==> src/rtl/idma_rd_pkg.sv <==
// ---------------------------------------------------------------------------
// idma_rd_pkg
// Shared types and constants for the 128b sync-read iDMA address generator.
//   gen_state_e   : walker FSM states
//   raddr_entry_t : one raddr FIFO entry {row byte address, row length in words}
//   word_align()  : clears the sub-word byte-offset bits of an address
// ---------------------------------------------------------------------------
package idma_rd_pkg;

  localparam int AXI_DATA_WID = 128;
  localparam int ROWW         = 16;
  localparam int WORD_BYTES   = AXI_DATA_WID / 8;
  localparam int ADDR_LSB     = $clog2(WORD_BYTES);

  typedef enum logic [1:0] {
    IDLE  = 2'd0,
    GEN   = 2'd1,
    DRAIN = 2'd2,
    DONE  = 2'd3
  } gen_state_e;

  typedef struct packed {
    logic [31:0]     addr;
    logic [ROWW-1:0] num_word;
  } raddr_entry_t;

  // Rows are always fetched as whole bus words, so byte offsets are dropped.
  function automatic logic [31:0] word_align(input logic [31:0] a);
    return {a[31:ADDR_LSB], {ADDR_LSB{1'b0}}};
  endfunction

endpackage

==> src/rtl/idma_rd_addr_gen_if.sv <==
// ---------------------------------------------------------------------------
// idma_rd_addr_gen_if
// Descriptor, raddr FIFO and status bundle of idma_rd_addr_gen.
//   master : descriptor source / FIFO consumer (drives cfg_*, raddr_fifo_pop)
//   slave  : the address generator
// ---------------------------------------------------------------------------
interface idma_rd_addr_gen_if;
  import idma_rd_pkg::*;

  logic            cfg_valid;
  logic            cfg_ready;
  logic [31:0]     cfg_base_addr;
  logic [ROWW-1:0] cfg_row_words;
  logic [ROWW-1:0] cfg_row_num;
  logic [31:0]     cfg_row_stride;
  logic            raddr_fifo_pop;
  logic            raddr_fifo_empty;
  logic [31:0]     raddr_fifo_raddr_in;
  logic [31:0]     raddr_fifo_rd_num_word;
  logic            gen_busy;
  logic            gen_done;

  modport master (
    output cfg_valid, cfg_base_addr, cfg_row_words, cfg_row_num, cfg_row_stride,
    output raddr_fifo_pop,
    input  cfg_ready, raddr_fifo_empty, raddr_fifo_raddr_in, raddr_fifo_rd_num_word,
    input  gen_busy, gen_done
  );

  modport slave (
    input  cfg_valid, cfg_base_addr, cfg_row_words, cfg_row_num, cfg_row_stride,
    input  raddr_fifo_pop,
    output cfg_ready, raddr_fifo_empty, raddr_fifo_raddr_in, raddr_fifo_rd_num_word,
    output gen_busy, gen_done
  );

endinterface

==> src/rtl/idma_sync_fifo.sv <==
// ---------------------------------------------------------------------------
// idma_sync_fifo
// Show-ahead synchronous FIFO; rdata_o shows the head whenever empty_o=0.
//   clk, rst_n       : clock, synchronous active-low reset (clears pointers/count)
//   push_i, wdata_i  : write request / data (ignored when full)
//   pop_i            : advance head at next edge (ignored when empty)
//   rdata_o          : head entry
//   full_o, empty_o  : status derived from the registered count
//   count_o          : number of stored entries
// ---------------------------------------------------------------------------
module idma_sync_fifo #(
  parameter  int WIDTH = 48,
  parameter  int DEPTH = 4,
  localparam int AW    = $clog2(DEPTH)
) (
  input  logic             clk,
  input  logic             rst_n,
  input  logic             push_i,
  input  logic [WIDTH-1:0] wdata_i,
  input  logic             pop_i,
  output logic [WIDTH-1:0] rdata_o,
  output logic             full_o,
  output logic             empty_o,
  output logic [AW:0]      count_o
);

  logic [WIDTH-1:0] mem_q [DEPTH];
  logic [AW-1:0]    wr_ptr_q, rd_ptr_q;
  logic [AW:0]      count_q;
  logic             do_push, do_pop;

  // Full is taken from the registered count, so a pop never makes room for
  // a push in the same cycle.
  assign full_o  = (count_q == (AW+1)'(DEPTH));
  assign empty_o = (count_q == '0);
  assign do_push = push_i && !full_o;
  assign do_pop  = pop_i && !empty_o;

  always_ff @(posedge clk) begin
    if (!rst_n) begin
      wr_ptr_q <= '0;
      rd_ptr_q <= '0;
      count_q  <= '0;
    end else begin
      if (do_push) wr_ptr_q <= wr_ptr_q + AW'(1);
      if (do_pop)  rd_ptr_q <= rd_ptr_q + AW'(1);
      case ({do_push, do_pop})
        2'b10:   count_q <= count_q + (AW+1)'(1);
        2'b01:   count_q <= count_q - (AW+1)'(1);
        default: count_q <= count_q;
      endcase
    end
  end

  // Storage needs no reset; the pointers and count define what is valid.
  always_ff @(posedge clk) begin
    if (do_push) mem_q[wr_ptr_q] <= wdata_i;
  end

  assign rdata_o = mem_q[rd_ptr_q];
  assign count_o = count_q;

endmodule

==> src/rtl/idma_rd_addr_gen.sv <==
// ---------------------------------------------------------------------------
// idma_rd_addr_gen
// Walks one 2D read descriptor and pushes one {row address, row words} entry
// per row into a show-ahead raddr FIFO popped by the AXI read interface.
//   aclk, aresetn : clock, synchronous active-low reset
//   bus (slave)   : cfg_* descriptor handshake, raddr_fifo_* head/pop port,
//                   gen_busy (GEN/DRAIN) and gen_done (one-cycle pulse)
// ---------------------------------------------------------------------------
module idma_rd_addr_gen
  import idma_rd_pkg::*;
#(
  parameter int FIFO_DEPTH = 4
) (
  input logic               aclk,
  input logic               aresetn,
  idma_rd_addr_gen_if.slave bus
);

  localparam int EW = $bits(raddr_entry_t);
  localparam int CW = $clog2(FIFO_DEPTH) + 1;

  gen_state_e      state_q, state_d;
  logic [31:0]     cur_addr_q, cur_addr_d;
  logic [31:0]     stride_q, stride_d;
  logic [ROWW-1:0] row_words_q, row_words_d;
  logic [ROWW-1:0] row_num_q, row_num_d;
  logic [ROWW-1:0] row_cnt_q, row_cnt_d;
  logic            done_q, done_d;

  logic            push;
  logic            pop_ok;
  logic            fifo_full, fifo_empty;
  logic [CW-1:0]   fifo_count;
  logic [EW-1:0]   push_vec, head_vec;
  raddr_entry_t    push_entry, head_entry;

  assign pop_ok = bus.raddr_fifo_pop && !fifo_empty;

  always_ff @(posedge aclk) begin
    if (!aresetn) begin
      state_q     <= IDLE;
      cur_addr_q  <= '0;
      stride_q    <= '0;
      row_words_q <= '0;
      row_num_q   <= '0;
      row_cnt_q   <= '0;
      done_q      <= 1'b0;
    end else begin
      state_q     <= state_d;
      cur_addr_q  <= cur_addr_d;
      stride_q    <= stride_d;
      row_words_q <= row_words_d;
      row_num_q   <= row_num_d;
      row_cnt_q   <= row_cnt_d;
      done_q      <= done_d;
    end
  end

  always_comb begin
    state_d     = state_q;
    cur_addr_d  = cur_addr_q;
    stride_d    = stride_q;
    row_words_d = row_words_q;
    row_num_d   = row_num_q;
    row_cnt_d   = row_cnt_q;
    done_d      = 1'b0;
    push        = 1'b0;
    case (state_q)
      IDLE: begin
        if (bus.cfg_valid) begin
          cur_addr_d  = word_align(bus.cfg_base_addr);
          stride_d    = word_align(bus.cfg_row_stride);
          row_words_d = bus.cfg_row_words;
          row_num_d   = bus.cfg_row_num;
          row_cnt_d   = '0;
          // An empty descriptor skips straight to completion, pushing nothing.
          if ((bus.cfg_row_words == '0) || (bus.cfg_row_num == '0)) state_d = DONE;
          else                                                       state_d = GEN;
        end
      end
      GEN: begin
        if (!fifo_full) begin
          push       = 1'b1;
          cur_addr_d = cur_addr_q + stride_q;
          row_cnt_d  = row_cnt_q + ROWW'(1);
          if ((row_cnt_q + ROWW'(1)) == row_num_q) state_d = DRAIN;
        end
      end
      DRAIN: begin
        // Leave as soon as the count will be zero after this edge's pop.
        if (fifo_empty || ((fifo_count == CW'(1)) && pop_ok)) state_d = DONE;
      end
      DONE: begin
        done_d  = 1'b1;
        state_d = IDLE;
      end
      default: state_d = IDLE;
    endcase
  end

  assign push_entry = '{addr: cur_addr_q, num_word: row_words_q};
  assign push_vec   = push_entry;
  assign head_entry = raddr_entry_t'(head_vec);

  idma_sync_fifo #(
    .WIDTH (EW),
    .DEPTH (FIFO_DEPTH)
  ) u_fifo (
    .clk     (aclk),
    .rst_n   (aresetn),
    .push_i  (push),
    .wdata_i (push_vec),
    .pop_i   (bus.raddr_fifo_pop),
    .rdata_o (head_vec),
    .full_o  (fifo_full),
    .empty_o (fifo_empty),
    .count_o (fifo_count)
  );

  // Head fields read as zero while empty so stale storage never leaks out.
  assign bus.raddr_fifo_empty       = fifo_empty;
  assign bus.raddr_fifo_raddr_in    = fifo_empty ? 32'd0 : head_entry.addr;
  assign bus.raddr_fifo_rd_num_word = fifo_empty ? 32'd0 : 32'(head_entry.num_word);
  assign bus.cfg_ready              = aresetn && (state_q == IDLE);
  assign bus.gen_busy               = (state_q == GEN) || (state_q == DRAIN);
  // Registered: the pulse appears the cycle after the FSM passes through DONE.
  assign bus.gen_done               = done_q;

endmodule

==> src/flat_wrapper.sv <==
// flat-port wrapper written by rule: the top's interface ports become plain ports
module idma_rd_addr_gen_flat import idma_rd_pkg::*;
#(
  parameter int FIFO_DEPTH = 4
)
  (aclk, aresetn, bus_cfg_valid, bus_cfg_base_addr, bus_cfg_row_words, bus_cfg_row_num, bus_cfg_row_stride, bus_raddr_fifo_pop, bus_cfg_ready, bus_raddr_fifo_empty, bus_raddr_fifo_raddr_in, bus_raddr_fifo_rd_num_word, bus_gen_busy, bus_gen_done);
  idma_rd_addr_gen_if bus_i ();
  input logic aclk;
  input logic aresetn;
  input wire logic [$bits(bus_i.cfg_valid)-1:0] bus_cfg_valid;
  input wire logic [$bits(bus_i.cfg_base_addr)-1:0] bus_cfg_base_addr;
  input wire logic [$bits(bus_i.cfg_row_words)-1:0] bus_cfg_row_words;
  input wire logic [$bits(bus_i.cfg_row_num)-1:0] bus_cfg_row_num;
  input wire logic [$bits(bus_i.cfg_row_stride)-1:0] bus_cfg_row_stride;
  input wire logic [$bits(bus_i.raddr_fifo_pop)-1:0] bus_raddr_fifo_pop;
  output wire logic [$bits(bus_i.cfg_ready)-1:0] bus_cfg_ready;
  output wire logic [$bits(bus_i.raddr_fifo_empty)-1:0] bus_raddr_fifo_empty;
  output wire logic [$bits(bus_i.raddr_fifo_raddr_in)-1:0] bus_raddr_fifo_raddr_in;
  output wire logic [$bits(bus_i.raddr_fifo_rd_num_word)-1:0] bus_raddr_fifo_rd_num_word;
  output wire logic [$bits(bus_i.gen_busy)-1:0] bus_gen_busy;
  output wire logic [$bits(bus_i.gen_done)-1:0] bus_gen_done;
  assign bus_i.cfg_valid = bus_cfg_valid;
  assign bus_i.cfg_base_addr = bus_cfg_base_addr;
  assign bus_i.cfg_row_words = bus_cfg_row_words;
  assign bus_i.cfg_row_num = bus_cfg_row_num;
  assign bus_i.cfg_row_stride = bus_cfg_row_stride;
  assign bus_i.raddr_fifo_pop = bus_raddr_fifo_pop;
  assign bus_cfg_ready = bus_i.cfg_ready;
  assign bus_raddr_fifo_empty = bus_i.raddr_fifo_empty;
  assign bus_raddr_fifo_raddr_in = bus_i.raddr_fifo_raddr_in;
  assign bus_raddr_fifo_rd_num_word = bus_i.raddr_fifo_rd_num_word;
  assign bus_gen_busy = bus_i.gen_busy;
  assign bus_gen_done = bus_i.gen_done;
  idma_rd_addr_gen #(.FIFO_DEPTH(FIFO_DEPTH)) u_core (.aclk(aclk), .aresetn(aresetn), .bus(bus_i));
endmodule
==> config.mk <==
export PLATFORM = sky130hd
export DESIGN_NAME = idma_rd_addr_gen_flat
export DESIGN_NICKNAME = d
export VERILOG_FILES = /design/src/rtl/idma_rd_pkg.sv /design/src/rtl/idma_rd_addr_gen_if.sv /design/src/rtl/idma_sync_fifo.sv /design/src/rtl/idma_rd_addr_gen.sv /design/src/flat_wrapper.sv
export SDC_FILE = /design/constraint.sdc
export NUM_CORES = 1
export LEC_CHECK = 0
export BUFFER_PORTS_ARGS = -buffer_cell sky130_fd_sc_hd__buf_4
export CAP_MARGIN = 30
export CORE_ASPECT_RATIO = 1.4
export CORE_UTILIZATION = 45
export CTS_CLUSTER_DIAMETER = 100
export DETAILED_ROUTE_END_ITERATION = 10
export GPL_ROUTABILITY_DRIVEN = 0
export HOLD_SLACK_MARGIN = 0.03
export PLACE_DENSITY = 0.69
export SYNTH_ARGS = -nofsm -noshare
export SYNTH_HDL_FRONTEND = slang
export SYNTH_SLANG_ARGS = --single-unit
==> constraint.sdc <==
create_clock -name aclk -period 7.4 [get_ports aclk]
set_input_delay 0 -clock aclk [delete_from_list [all_inputs] [get_ports aclk]]
set_output_delay 0 -clock aclk [all_outputs]
set_load 0.005 [all_outputs]
==> results.json, run 1 <==
{
  "status": "finished clean",
  "drive_gt1_share_pct": 18.9,
  "startpoint": "u_core.cur_addr_q[4]",
  "synth_ff_type": "edfxtp_1",
  "worstPathMaxFanout": 6,
  "area_delta_synth_final_pct": 23.7,
  "antenna_found_initial": 0,
  "slew-limit-headroom_pct": 35.9,
  "yosysUniqueCellTypes": 70,
  "num_vias": 9929,
  "grtUsageMet1_pct": 26.1,
  "use_met3_pct": 2.53,
  "start_kind": "register",
  "grt_use_total_pct": 22.2,
  "hold_buffers": 94,
  "synth_area_leaders": "edfxtp_1 39%, dfxtp_1 17%, mux4_2 7.3%",
  "ys_seq_elements": 292,
  "finalWirelength_mm": 33.8,
  "critPathRequiredTime_ps": 7880,
  "grt_pass1_wl_mm": 52.8,
  "clk_pin_slew_ps": 60,
  "io_buffer_count": 139,
  "rr_worst_depth": 12,
  "async_flop_share_pct": 0,
  "crit_path_end_kind": "register",
  "clock_path_buffers": 3,
  "cts_root_buf": "clkbuf_16",
  "arrival_ps": 4010,
  "drt_iter0_drc": 538,
  "syn_area_um2": 13500,
  "skew_ps": 22.4,
  "dieArea_um2": 30800,
  "worst-setup-path-type": "reg -> reg",
  "cts_tree": "done",
  "hp-class": "in -> reg",
  "grt-busiest-layer": "met2",
  "max_slew.worst_pin.slew_ps": 962,
  "grt_overflow": 0,
  "reg2reg_to": "u_core.cur_addr_q[24]",
  "cts_inserted_buffers": 27,
  "yosysTopAreaCellShare_pct": 39.0,
  "peakVddDrop_uv": 215,
  "layout.cells.most_common": "nand2_1",
  "routedWlPerCell_um": 18.9,
  "power.density_nw_per_um2": 351,
  "drv_cap": 0,
  "setup_viol": 0,
  "max_freq_mhz": 283,
  "hold_viol": 0,
  "num_rows": 74,
  "ctsResizeCount": 0,
  "ys_seq_area_share_pct": 56.2,
  "layout.nets": 1532,
  "drc": 0,
  "syn_area_per_cell_um2": 11.5,
  "synth_enable_flop_cells": 176,
  "final_area_um2": 16700,
  "die_w_um": 149,
  "yosys.area.top_type": "edfxtp_1",
  "grt_pass1_vias": 10100,
  "dp_hpwl_mm": 21.4,
  "min_period_ps": 3530,
  "endpoint": "u_core.cur_addr_q[24]",
  "rsz0062_at_grt": "false",
  "core_um2": 29400,
  "fin_setup_tns_ps": 0,
  "worstReg2RegStart": "u_core.cur_addr_q[4]",
  "ant_nets": 0,
  "h-tree-depth": 1,
  "syn_inst": 1181,
  "place_area_um2": 14800,
  "diodes": 0,
  "r2r_slack_ps": 3870,
  "p_leak_nw": 6.30,
  "final_cell_mix": "177 x nand2_1, 176 x edfxtp_1, 154 x buf_4, 123 x a21oi_1, 114 x dfxtp_1",
  "finalCritPeriodShare_pct": 47.7,
  "grt_max_degree": 85,
  "clock_latency_ps": 550,
  "dr.pass1.iters": 7,
  "start_util_pct": 46.1,
  "yosys_warnings": 0,
  "drv_slew": 0,
  "num_io_pins": 168,
  "drt-vias-per-instance": 5.55,
  "die_y_um": 207,
  "cts_setup_buffers": 0,
  "use_met2_pct": 39.6,
  "cts.sinks": 292
}
## worst max-delay path, cell delays in order (launching register included)
cell	delay, ps
dfxtp_1	440
ha_1	210
inv_1	50
fa_1	410
nor2b_1	160
o31a_2	200
o31ai_4	80
a31oi_1	410
a21oi_1	220
o21ai_0	210
nor3b_1	340
o211a_1	190
dlygate4sd3_1	530
## cell usage after synthesis (4+ instances only)
cell / instances
a221oi_1: 7
buf_2: 8
ha_1: 42
nand4_1: 10
edfxtp_1: 176
a211oi_1: 13
mux4_2: 44
nand2b_1: 4
and3_1: 13
a311oi_1: 4
nor4_1: 13
and2_1: 55
a31oi_1: 6
mux2i_1: 9
a21o_1: 17
nor2_1: 60
o21bai_1: 6
clkbuf_1: 48
o21ai_1: 4
buf_1: 8
nand2_1: 178
buf_4: 23
a21oi_1: 124
nand3_1: 11
dfxtp_1: 116
o21a_1: 8
xor2_1: 15
xnor2_1: 27
and4_1: 4
o21ai_0: 38
inv_1: 18
or3_1: 7
nor3_1: 14
## routing by layer
metal  vias up  share of wire, %
met2       327                51
met5         -                 0
met4         0               4.8
li1       4703                 -
met1      4812                39
met3        87               4.9
## final cells by class
cell class                 instances  area, µm²
tap                              380        475
fill                            2394      12600
sequential                       292       7610
inverter                          21       80.1
timing repair buffer             248       2100
clock inverter                    18        251
clock buffer                      32        718
multi-input combinational        799       5520
## metrics by stage
step / std cells / utilization [%] / hold slack [ps] / worst slack [ps] / power, W
2_1_floorplan: 1200 / - / 136 / 4790 / 0.00363
3_3_place_gp: 1646 / 50.6 / 249 / 4330 / 0.00431
3_5_place_dp: 1646 / 50.6 / 258 / 4280 / 0.00437
4_1_cts: 1790 / 57.1 / 35.7 / 3990 / 0.00592
5_1_grt: 1790 / 57.1 / 69.5 / 3820 / 0.00622
6_report: 1790 / 57.1 / 39.3 / 3870 / 0.00589
## how the worst min path moves through the flow
stage / from / end / cells after the start
after floorplan: bus_cfg_row_stride[10] / u_core.stride_q[10] / 2
after global placement: bus_cfg_row_stride[28] / u_core.stride_q[28] / 3
after detailed placement: bus_cfg_row_stride[19] / u_core.stride_q[19] / 3
after CTS: bus_cfg_valid / u_core.row_num_q[14] / 4
after global routing: bus_cfg_valid / u_core.stride_q[5] / 4
final: bus_cfg_valid / u_core.stride_q[4] / 4
## state kept, by name (all words and copies together) (netlist names), named ones only
signal / count
u_core.state_q: 2
u_core.u_fifo.mem_q: 176
u_core.u_fifo.rd_ptr_q: 2
u_core.bus.gen_done: 1
u_core.u_fifo.count_o: 3
u_core.stride_q: 28
u_core.row_num_q: 16
u_core.row_words_q: 16
u_core.cur_addr_q: 28
u_core.u_fifo.wr_ptr_q: 2
u_core.row_cnt_q: 16
## cells by family after synthesis
kind of cell | after synthesis | share of synthesized area (%)
buffers and inverters | 109 | 3.79
muxes | 54 | 8.07
xor gates and xnor gates | 42 | 2.72
DFF | 292 | 56.2
adders and majority gates | 43 | 4.03
AOI/OAI and AO/OA | 253 | 11.5
other | 1 | 0.0277
and+or+nand+nor | 387 | 13.7
## power by group
part | total, W | switching (W) | internal, W
sequential | 0.00234 | 0.000215 | 0.00213
combinational | 0.00205 | 0.00113 | 0.000915
clock | 0.00149 | 0.000613 | 0.000880
Note: power is estimated with default switching activity, not from simulation.
==> run 2: changes to the inputs <==
- ABC_AREA: unset -> 1
- PLACE_DENSITY: 0.69 -> 0.72
- clock period: 7.4 -> 3.1 ns (I/O delays scaled with it)
==> run 2 against run 1 <==
Effect of this change:
- register-to-register slack got worse by 3300 ps
- critical path depth is 1 higher
- final cell count is 24% higher
- clock power increased by 140%
- synthesized cell count increased by 35%
- die area increased by 2.1%
==> results.json, run 2 <==
{
  "status": "finished clean",
  "cts_inserted_buffers": 26,
  "num_vias": 11800,
  "yosysMostFrequentCell": "nor2_1",
  "setup_viol": 0,
  "drt-vias-per-instance": 5.30,
  "async_flop_share_pct": 0,
  "synthTopCellsByCount": "358 x nor2_1, 216 x nand2_1, 198 x o21ai_0, 176 x edfxtp_1, 150 x a21oi_1",
  "synth_compound_area_share_pct": 14.0,
  "nFillCells": 2528,
  "layout.nets": 1966,
  "start_util_pct": 45.9,
  "p_leak_nw": 6.89,
  "core_um2": 30100,
  "slew-limit-headroom_pct": 35.8,
  "yosys-mux-area-fraction_pct": 0,
  "drt_iter0_drc": 632,
  "drv_slew": 0,
  "min_path_cells": 5,
  "dp_hpwl_mm": 23.3,
  "syn_area_um2": 13800,
  "area_delta_synth_final_pct": 25.2,
  "max_slew.worst_pin.slew_ps": 963,
  "ys_seq_area_share_pct": 55.0,
  "largest_reg_flops": 176,
  "hp-class": "in -> reg",
  "drc": 0,
  "rsz0062_at_grt": "false",
  "worst-setup-path-type": "reg -> reg",
  "h-tree-depth": 1,
  "yosysTopAreaCellShare_pct": 38.2,
  "crit_path_end_kind": "register",
  "final_area_um2": 17300,
  "synth_area_leaders": "edfxtp_1 38%, dfxtp_1 17%, nor2_1 9.7%",
  "num_io_pins": 168,
  "critPathRequiredTime_ps": 3510,
  "ys_seq_elements": 292,
  "largestRegisters": "u_core.u_fifo.mem_q x176, u_core.cur_addr_q x28, u_core.stride_q x28",
  "yosysUniqueCellTypes": 43,
  "drv_cap": 0,
  "die_y_um": 209,
  "routedWlPerCell_um": 16.2,
  "worstPathMaxFanout": 6,
  "synth_top_family_by_area": "simple AND/OR/NAND/NOR gates",
  "min_period_ps": 2530,
  "cts_root_buf": "clkbuf_16",
  "io_buffer_count": 139,
  "synth_ff_type": "edfxtp_1",
  "dr.pass1.iters": 7,
  "yosys.area_share.simple_pct": 20.5,
  "synth-xor-area-share_pct": 1.27,
  "grt_overflow": 0,
  "drive_gt1_share_pct": 12.6,
  "clock_path_buffers": 3,
  "place_area_um2": 15200,
  "ctsResizeCount": 0,
  "finalCritPeriodShare_pct": 81.5,
  "grt_pass1_vias": 11500,
  "diodes": 0,
  "syn_area_per_cell_um2": 8.68,
  "syn_inst": 1593,
  "layout.cells.most_common": "nor2_1",
  "cts.sinks": 292,
  "synth_enable_flop_cells": 176,
  "ant_nets": 0,
  "start_kind": "register",
  "num_rows": 75,
  "clock_latency_ps": 530,
  "regMostFlops": "u_core.u_fifo.mem_q",
  "antenna_found_initial": 0,
  "grt_use_total_pct": 23.1,
  "multiInputGateArea_um2": 5590,
  "cts_tree": "done",
  "arrival_ps": 2940,
  "max_freq_mhz": 396,
  "yosys.area.top_type": "edfxtp_1",
  "grt_max_degree": 89,
  "seqCellArea_um2": 7610,
  "p_total_w": 0.0149,
  "power.density_nw_per_um2": 862,
  "skew_ps": 17.5,
  "die_w_um": 150,
  "synthAdderAreaFrac_pct": 3.94,
  "hold_viol": 0,
  "yosys_warnings": 0,
  "peakVddDrop_uv": 639,
  "grt_pass1_wl_mm": 57.0,
  "rr_worst_depth": 13,
  "clk_pin_slew_ps": 70,
  "finalWirelength_mm": 36.2,
  "final_cell_mix": "354 x nor2_1, 215 x nand2_1, 198 x o21ai_0, 176 x edfxtp_1, 156 x buf_4",
  "dieArea_um2": 31500
}
[run 2: changes by cell type after synthesis, moves of 13 or more]
cell	before	now
nand2_1	178	216
xnor2_1	27	2
nor2_1	60	358
clkbuf_1	48	65
o21ai_0	38	198
a21oi_1	124	150
mux4_2	44	0
and2_1	55	0
nand3_1	11	61
and3_1	13	0
inv_1	18	79
[run 2: cell families (layout without fill, tap and decap cells)]
kind of cell | count (synthesis) | after routing
buf+inv | 172 | 403
xor+xnor | 20 | 20
other cells | 1 | 20
fa+ha+maj | 43 | 43
simple gates | 691 | 691
compound gates | 374 | 374
flops | 292 | 292
[run 2: where the power goes]
group	total [W]	internal [W]	leakage, nW	switching (W)
Sequential	0.00579	0.00520	2.59	0.000590
Combinational	0.00560	0.00209	3.84	0.00351
Clock	0.00355	0.00216	0.469	0.00139
[run 2: critical path: stages, from the launching register on]
cell and delay (ps):
dfxtp_1 450, ha_1 220, inv_1 70, fa_1 430, o21ai_2 250, inv_1 60, o21ai_1 320, nand2_1 90
nand2_1 120, nand2_1 80, nand2_1 90, nor2_1 40, o21ai_1 120, a21oi_1 70
[run 2: area by class of cell]
type / instances / area share, %
inverter: 83 / 1.80
timing repair buffer: 272 / 13.7
multi-input combinational: 1148 / 32.3
sequential: 292 / 43.9
tap: 385 / 2.78
clock inverter: 15 / 1.33
clock buffer: 33 / 4.20
[run 2: path summary, 6_finish.rpt]
path / from / end / slack (ps)
setup / recovery: u_core.cur_addr_q[4] / u_core.cur_addr_q[30] / 570
hold / removal: bus_cfg_valid / u_core.state_q[1] / 180
setup reg to reg: u_core.cur_addr_q[4] / u_core.cur_addr_q[30] / 570
hold reg to reg: u_core.row_num_q[8] / u_core.row_num_q[8] / 470
[run 2: layer usage]
layer	up-vias	track usage (%)	share of wire (%)	wire length, µm
met5	-	0	0	0
li1	5838	-	-	-
met4	0	7.42	2.9	1050
met1	5503	26.4	39	14000
met2	394	44.1	53	19300
met3	80	2.37	5.1	1830
[run 2: through the flow]
stage / instances / util (%) / hold WS [ps] / setup slack [ps] / setup TNS (ps)
global placement: 2068 / 50.6 / 258 / 651 / 0
finish: 2228 / 57.5 / 182 / 574 / 0
floorplan: 1612 / - / 161 / -148 / -25980
CTS: 2228 / 57.5 / 157 / 595 / 0
global route: 2228 / 57.5 / 239 / 255 / 0
detailed placement: 2068 / 50.6 / 257 / 598 / 0
[run 2: what timing repair did]
action / in CTS / in global routing
hold buffers: 112 / 0
hold endpoints to repair: 103 / 0
setup buffers: 0 / 0
==> run 3: changes to the inputs <==
- clock period: 3.1 -> 2.3 ns (I/O delays scaled with it)
==> run 3 against run 2 <==
Effect of this change:
- hold slack better by 72 ps
- routed wire length is 3.3% higher
- setup slack worse by 470 ps
- utilization is 0.96 points higher
- cell area is 1.7% higher
- clock skew is 0.89 ps lower
- register-to-register slack worse by 470 ps
- count of clock-buffer cells in the layout is 4 higher
- fmax is 15% higher
- die area stayed put
- first-iteration DRC count is 23% higher
- final cell count is 1.0% higher
- largest cell class unchanged
==> results.json, run 3 (synthesized netlist as in run 2, its figures left out) <==
{
  "worstPathMaxFanout": 6,
  "routed-wl-met2_mm": 19.6,
  "finalCritPeriodShare_pct": 95.6,
  "regMostFlops": "u_core.u_fifo.mem_q",
  "layout.nets": 1987,
  "die_w_um": 150,
  "fin_ws_ps": 102,
  "grt_use_total_pct": 23.8,
  "drt_iter0_drc": 780,
  "r2r_slack_ps": 100,
  "dp_slack_ps": 144,
  "num_rows": 75,
  "skew_ps": 16.6,
  "min_period_ps": 2200,
  "start_kind": "register",
  "clock_path_buffers": 3,
  "max_slew.worst_pin.slew_ps": 576,
  "grt_pass1_wl_mm": 57.8,
  "p_leak_nw": 7.03,
  "dp_hpwl_mm": 24.0,
  "slew-limit-headroom_pct": 61.6,
  "wl_met1_mm": 14.0,
  "antenna_found_initial": 0,
  "worst-setup-path-type": "reg -> reg",
  "critPathRequiredTime_ps": 2770,
  "top_layer": "met4",
  "max_freq_mhz": 455,
  "area_delta_synth_final_pct": 27.3,
  "drv_slew": 0,
  "nFillCells": 2509,
  "largest_reg_flops": 176,
  "num_vias": 12100,
  "cts_inserted_buffers": 28,
  "crit_path_end_kind": "register",
  "setup_viol": 0,
  "clk_pin_slew_ps": 70,
  "hold_ws_ps": 255,
  "num_io_pins": 168,
  "final_area_um2": 17600,
  "min_path_cells": 4,
  "drc": 0,
  "drt-vias-per-instance": 5.38,
  "dieArea_um2": 31500,
  "fin_setup_tns_ps": 0,
  "die_y_um": 209,
  "hp-class": "in -> reg",
  "drive_gt1_share_pct": 14.3,
  "ant_nets": 0,
  "drv_cap": 0,
  "dr.pass1.iters": 6,
  "core_um2": 30100,
  "hold_viol": 0,
  "multiInputGateArea_um2": 5650,
  "seqCellArea_um2": 7610,
  "largestRegisters": "u_core.u_fifo.mem_q x176, u_core.cur_addr_q x28, u_core.stride_q x28",
  "arrival_ps": 2670,
  "final_cell_mix": "353 x nor2_1, 214 x nand2_1, 198 x o21ai_0, 176 x edfxtp_1, 169 x buf_4",
  "h-tree-depth": 1,
  "peakVddDrop_uv": 748,
  "place_area_um2": 15500,
  "layout.cells.most_common": "nor2_1",
  "power.density_nw_per_um2": 1170,
  "rr_worst_depth": 11,
  "grt_pass1_vias": 11800,
  "grt_max_degree": 69,
  "cts_root_buf": "clkbuf_16",
  "cts_tree": "done",
  "clock_latency_ps": 550,
  "routedWlPerCell_um": 16.6,
  "wl_met3_mm": 2.02,
  "start_util_pct": 45.9,
  "io_buffer_count": 139,
  "grt_overflow": 0,
  "finalWirelength_mm": 37.4,
  "cts.sinks": 292,
  "status": "finished clean"
}
-- run 3: cell count changes in the layout (fill, tap and decap cells not counted), sizes merged --
cell	before	now
bufinv	6	3
inv	83	84
clkinvlp	2	1
buf	160	179
clkbuf	33	37
diode	0	1
clkinv	7	9
-- run 3: final cells by class --
type                            instances  area share [%]
Antenna cell                            1          0.0142
Clock inverter                         14           0.902
Sequential cell                       292            43.2
Timing Repair Buffer                  291            14.7
Tap cell                              385            2.73
Inverter                               83            1.80
Multi-Input combinational cell       1148            32.1
Clock buffer                           37            4.52
-- run 3: through the flow --
step | cells | total power [W] | utilization, %
floorplan | 1612 | 0.0124 | -
global placement | 2086 | 0.0154 | 51.3
detailed placement | 2086 | 0.0156 | 51.3
CTS | 2248 | 0.0205 | 58.2
global route | 2250 | 0.0218 | 58.5
finish | 2251 | 0.0206 | 58.5
-- run 3: worst paths after layout --
kind / endpoint / from
max: u_core.cur_addr_q[25] / u_core.cur_addr_q[13]
min: u_core.stride_q[8] / bus_cfg_row_stride[8]
max reg2reg: u_core.cur_addr_q[25] / u_core.cur_addr_q[13]
min reg2reg: u_core.row_num_q[13] / u_core.row_num_q[13]
-- run 3: worst max-delay path: stages, from the launching register on --
cell and delay (ps):
dfxtp_1 360, ha_1 380, nand2_1 130, inv_1 100, nand2_1 140, nor3_1 280, nand3_1 140, nand3_1 170
nor2_1 50, o21ai_0 170, nand2_1 70, a21oi_1 120
-- run 3: timing repair --
item	CTS	global route
resized for setup	4	13
hold buffers	111	1
pin swaps	0	0
buffers inserted	0	1
endpoints found under the hold margin	98	2
endpoints found under the setup margin	30	17
-- run 3: routing by layer --
layer | vias to the layer above | track usage [%]
met2 | 486 | 44.3
met4 | 0 | 12.5
met1 | 5640 | 26.0
li1 | 5869 | -
met5 | - | 0
met3 | 124 | 2.72
-- run 3: where the power goes --
group          switching, W  internal (W)  total (W)
logic               0.00495       0.00313    0.00808
registers          0.000762       0.00702    0.00778
clock network       0.00194       0.00278    0.00471
total               0.00765        0.0129     0.0206
